## src/rtl/md_unit.sv

```systemverilog
// md_unit: multiply/divide unit holding the HI/LO register pair.
//
// A start in IDLE with op MULT/MULTU (or DIV/DIVU when MDU_DIV_EN is
// defined) latches the operands and occupies the unit for MULT_CYCLES or
// DIV_CYCLES cycles. On the edge that ends the operation, {hi,lo} take the
// result and done pulses for one cycle. A start with op MTHI/MTLO in IDLE
// writes a into hi or lo at the next edge without going busy. Reserved
// opcodes are ignored. A start while busy is ignored.
//
// Optional feature macro: MDU_DIV_EN. When it is defined, the divide
// datapath is built. When it is undefined, op 2/3 act like reserved codes.
//
// Ports:
//   clk   - rising-edge clock
//   reset - synchronous, active-high reset
//   start - operation request
//   op    - 0 MULT, 1 MULTU, 2 DIV, 3 DIVU, 4 MTHI, 5 MTLO, 6/7 reserved
//   a     - rs operand (multiplicand / dividend / MTHI-MTLO source)
//   b     - rt operand (multiplier / divisor)
//   busy  - operation in flight
//   done  - one-cycle pulse when hi/lo take a mult/div result
//   hi    - HI register
//   lo    - LO register
module md_unit #(
    parameter int unsigned MULT_CYCLES = 5,
    parameter int unsigned DIV_CYCLES  = 10
) (
    input  logic        clk,
    input  logic        reset,
    input  logic        start,
    input  logic [2:0]  op,
    input  logic [31:0] a,
    input  logic [31:0] b,
    output logic        busy,
    output logic        done,
    output logic [31:0] hi,
    output logic [31:0] lo
);

    localparam int unsigned MAXC = (MULT_CYCLES > DIV_CYCLES) ? MULT_CYCLES : DIV_CYCLES;
    localparam int unsigned CW   = (MAXC > 1) ? $clog2(MAXC) : 1;

    typedef enum logic {
        IDLE,
        BUSY
    } state_t;

    state_t         state, state_nx;
    logic [CW-1:0]  cnt, cnt_nx;
    logic           accept;
    logic           finish;
    logic           is_mul;
    logic           is_div;

    logic [31:0]    a_r, b_r;
    logic           sgn_r;

    logic [63:0]    res;
    logic           res_wr;

    assign is_mul = (op == 3'd0) || (op == 3'd1);
`ifdef MDU_DIV_EN
    assign is_div = (op == 3'd2) || (op == 3'd3);
`else
    assign is_div = 1'b0;
`endif

    assign busy = (state == BUSY);

    // The counter is loaded with N-1 so the unit spends exactly N cycles
    // in BUSY; the edge seen with cnt==0 is the one that ends the operation.
    always_comb begin
        state_nx = state;
        cnt_nx   = cnt;
        accept   = 1'b0;
        finish   = 1'b0;
        case (state)
            IDLE: begin
                if (start && (is_mul || is_div)) begin
                    state_nx = BUSY;
                    accept   = 1'b1;
                    cnt_nx   = is_mul ? CW'(MULT_CYCLES - 1) : CW'(DIV_CYCLES - 1);
                end
            end
            BUSY: begin
                if (cnt == '0) begin
                    state_nx = IDLE;
                    finish   = 1'b1;
                end else begin
                    cnt_nx = cnt - 1'b1;
                end
            end
            default: state_nx = IDLE;
        endcase
    end

    always_ff @(posedge clk) begin
        if (reset) begin
            state <= IDLE;
            cnt   <= '0;
        end else begin
            state <= state_nx;
            cnt   <= cnt_nx;
        end
    end

    // Multiply: operands are sign- or zero-extended to 64 bits so a single
    // 64x64 product truncated to 64 bits is exact for both flavours.
    logic [63:0] a_ext, b_ext, prod;
    assign a_ext = {{32{sgn_r & a_r[31]}}, a_r};
    assign b_ext = {{32{sgn_r & b_r[31]}}, b_r};
    assign prod  = a_ext * b_ext;

`ifdef MDU_DIV_EN
    logic        div_r;
    logic [31:0] a_mag, b_mag, q_mag, r_mag, q_fix, r_fix;

    // Signed divide is done on magnitudes, then the signs are restored:
    // quotient negative when operand signs differ, remainder follows the
    // dividend. 0x80000000 / -1 falls out as 0x80000000 rem 0.
    assign a_mag = (sgn_r && a_r[31]) ? (32'd0 - a_r) : a_r;
    assign b_mag = (sgn_r && b_r[31]) ? (32'd0 - b_r) : b_r;
    assign q_mag = (b_mag == '0) ? '0 : (a_mag / b_mag);
    assign r_mag = (b_mag == '0) ? '0 : (a_mag % b_mag);
    assign q_fix = (sgn_r && (a_r[31] ^ b_r[31])) ? (32'd0 - q_mag) : q_mag;
    assign r_fix = (sgn_r && a_r[31]) ? (32'd0 - r_mag) : r_mag;

    always_comb begin
        res    = prod;
        res_wr = 1'b1;
        if (div_r) begin
            res    = {r_fix, q_fix};
            res_wr = (b_r != '0);
        end
    end
`else
    always_comb begin
        res    = prod;
        res_wr = 1'b1;
    end
`endif

    always_ff @(posedge clk) begin
        if (reset) begin
            done  <= 1'b0;
            hi    <= '0;
            lo    <= '0;
            a_r   <= '0;
            b_r   <= '0;
            sgn_r <= 1'b0;
`ifdef MDU_DIV_EN
            div_r <= 1'b0;
`endif
        end else begin
            done <= finish;
            if (accept) begin
                a_r   <= a;
                b_r   <= b;
                sgn_r <= ~op[0];
`ifdef MDU_DIV_EN
                div_r <= op[1];
`endif
            end
            if (finish) begin
                if (res_wr) begin
                    hi <= res[63:32];
                    lo <= res[31:0];
                end
            end else if (state == IDLE && start) begin
                if (op == 3'd4) hi <= a;
                if (op == 3'd5) lo <= a;
            end
        end
    end

endmodule

```

## config.mk

```make
export PLATFORM = sky130hd
export DESIGN_NAME = md_unit
export DESIGN_NICKNAME = d
export VERILOG_FILES = /design/src/rtl/md_unit.sv
export SDC_FILE = /design/constraint.sdc
export NUM_CORES = 2
export LEC_CHECK = 0
export ABC_AREA = 1
export CAP_MARGIN = 20
export CORE_MARGIN = 3
export CORE_UTILIZATION = 35
export DETAILED_ROUTE_END_ITERATION = 7
export GPL_ROUTABILITY_DRIVEN = 0
export PLACE_DENSITY = 0.6
export SYNTH_ARGS = -nofsm -noshare
export SYNTH_HDL_FRONTEND = slang
export SYNTH_SLANG_ARGS = --single-unit
```

## constraint.sdc

```tcl
create_clock -name clk -period 7.2 [get_ports clk]
set_clock_uncertainty 0.2 [all_clocks]
set_input_delay 1.44 -clock clk [delete_from_list [all_inputs] [get_ports clk]]
set_output_delay 1.44 -clock clk [all_outputs]
set_load 0.005 [all_outputs]
```

==> results by group <==
Placed design
  – DP Worst Slack: -0.111 ns
  – DP Cell Count: 7900
  – Post-DP HPWL: 131000 µm
  – Number of I/O port buffers: 135

Power and ir drop
  – Total power: 3.74 mW
  – Leakage power: 29.1 nW
  – Max IR drop VDD: 0.000196 V
  – Power Density: 68.3 nW/µm²

Run status
  – Outcome: complete, no violations

Yosys
  – Synth Warn #: 0
  – Top cells by area, synth: fa_1, inv_1, nand2_1
  – Netlist cell types: 40
  – Synth async-reset ratio: 0
  – Synthesized flop and latch total: 135
  – Number of synthesized flops with an enable pin: 0
  – Share of the synthesized area in the top cell type: 0.493
  – Syn Inst Count: 5930
  – Main synth FF type: dfxtp_1
  – Area of the mapped netlist: 45700 µm²
  – Synth top cells by count: inv_1, nand2_1, fa_1
  – Syn Area/Cell: 7.70 µm²
  – Count leader, synth: inv_1
  – Synthesized Nets: 7339
  – Sequential area share after synthesis: 0.0592
  – Yosys top cell by area: fa_1

Floorplan
  – Core footprint: 129000 µm²
  – Die H: 367 µm
  – Initial core utilization: 0.355
  – Die Area: 135000 µm²
  – Io pins: 136
  – Std-Cell Rows: 131
  – Die width: 367 µm

Worst hold path
  – Hold Path Class: reg2reg

Clock network
  – CTS Buf Count: 17
  – Clk sinks: 135
  – H-tree levels: 4
  – Clock root buffer: clkbuf_16
  – Clk Latency, worst-skew pair: 0.50 ns
  – CTS tree: done
  – Post-CTS Hold Fix Bufs: 0
  – Max Buffers Root-to-Sink: 2
  – Clock transition at path regs: 0.08 ns

Routing
  – Starting DRT DRC Count: 3169
  – Vias/cell: 4.84
  – Avg WL per Cell: 19.7 µm
  – Total Wirelength: 157000 µm
  – Detail Route Antenna Nets: 0
  – First drt pass iteration count: 6
  – Vias: 38550
  – Post-route DRC: 0

Worst setup path
  – Req. time, crit path: 7.38 ns
  – CP Capture Type: register
  – CP peak stage delay: 0.63 ns
  – Worst setup path class: reg2reg
  – CP most frequent cell: fa_1
  – CP Max Fanout: 7
  – Critical Path AT: 7.33 ns
  – Crit-path slowest cell: fa_2
  – Startpoint Class: register

Layout
  – Area Overhead vs Synth: 19.8%
  – Post-Route Utilization: 0.426
  – Fin cells: 7964
  – Fraction of layout cells with a size suffix above 1: 0.133
  – Nets: 7628

Flow run
  – Max_cap viols: 0

STA
  – Tcrit/Tclk final: 0.993
  – RSZ-0062 raised after global routing: true
  – Tmin final: 7.15 ns
  – Fmax: 140 MHz
  – Post-route worst setup slack: 0.0505 ns
  – Final hold vios: 0
  – Hold slack: 0.256 ns
  – Setup violations, final: 0
  – Least-Margin Pin Slew: 1.01 ns
  – Rel. slew slack: 0.319
  – Fin. max-slew vios: 0

Global routing
  – Vias in the first global route: 40663
  – Initial antenna violation count: 5
  – First-pass GRT wire length: 241000 µm
  – Pin count of the biggest net entering global routing: 83
  – GRT Residual Overflow: 0
  – GR Util All Layers: 0.234
area by class of cell:
class,instances,area [µm²]
fill,12775,73800
multi-input combinational,3731,36600
inverter,1752,6590
timing repair buffer,582,6030
sequential,135,2730
tap,1729,2160
clock buffer,19,433
clock inverter,13,149
antenna,3,7.51
sequential cells by signal, summed over array words and instances (netlist names):
name   flops
a_r       32
b_r       32
hi        32
lo        32
cnt        4
busy       1
done       1
sgn_r      1
logic make-up (layout without fill, tap and decap cells):
logic type	Yosys count	count (layout)	share of synthesized area
other	0	3	0
and+or+nand+nor	2010	2010	0.174
AOI/OAI and AO/OA	363	363	0.0414
buffers and inverters	2064	2366	0.170
DFF	135	135	0.0592
xor gates and xnor gates	19	19	0.00364
adders and majority gates	1339	1339	0.552
repair_timing:
action,in CTS,in global routing
gates cloned,0,3
setup buffers,3,23
setup endpoints to repair,21,45
gates resized for setup,33,391
pin swaps,8,100
worst max-delay path: cells and delay by family (launching register included):
kind            cells  cell delay (ns)
fa+ha+maj           9             4.50
buf+inv             7             0.74
compound gates      3             0.52
simple gates        9             0.69
flops               1             0.37
final timing paths:
check / cells past startpoint / from / slack (ns) / endpoint
setup / recovery: 28 / a_r[31] / 0.05 / hi[21]
hold / removal: 1 / cnt[0] / 0.26 / cnt[0]
setup reg to reg: 28 / a_r[31] / 0.05 / hi[21]
hold reg to reg: 1 / cnt[0] / 0.26 / cnt[0]
per-layer routing:
metal / vias up / track usage / share of wire
met5: - / 0 / 0
met4: 0 / 0.0853 / 0.043
met3: 300 / 0.0448 / 0.086
li1: 17187 / - / -
met1: 19416 / 0.304 / 0.40
met2: 1647 / 0.390 / 0.47
where the power goes:
part / leakage [nW] / internal (mW) / total, mW / switching, mW
clock network: 0.275 / 0.513 / 0.938 / 0.425
registers: 1.10 / 0.781 / 0.816 / 0.0344
logic: 27.8 / 0.791 / 1.98 / 1.19
total: 29.1 / 2.09 / 3.74 / 1.65
stage by stage:
step / TNS, ns / area (µm²)
after floorplan: 0 / 45700
after global placement: -0.199 / 52200
after detailed placement: -0.640 / 52200
after CTS: -0.00153 / 52900
after global routing: -2.31 / 54700
final: 0 / 54700
cells in the final DEF, fill, tap and decap left out, drive strengths merged:
master,n
a21oi,142
a31oi,8
a32o,1
and3,1
and3b,1
buf,444
bufinv,2
clkbuf,22
clkdlybuf4s50,135
clkinv,5
clkinvlp,5
dfxtp,135
diode,3
fa,1125
ha,214
inv,1753
nand2,1651
nand3,128
nand3b,7
nand4,22
nor2,184
nor3,12
nor4,2
o211a,1
o21a,1
o21ai,196
o21bai,14
or2,2
xnor2,15
xor2,4
Power figures use the tool's default switching activity.
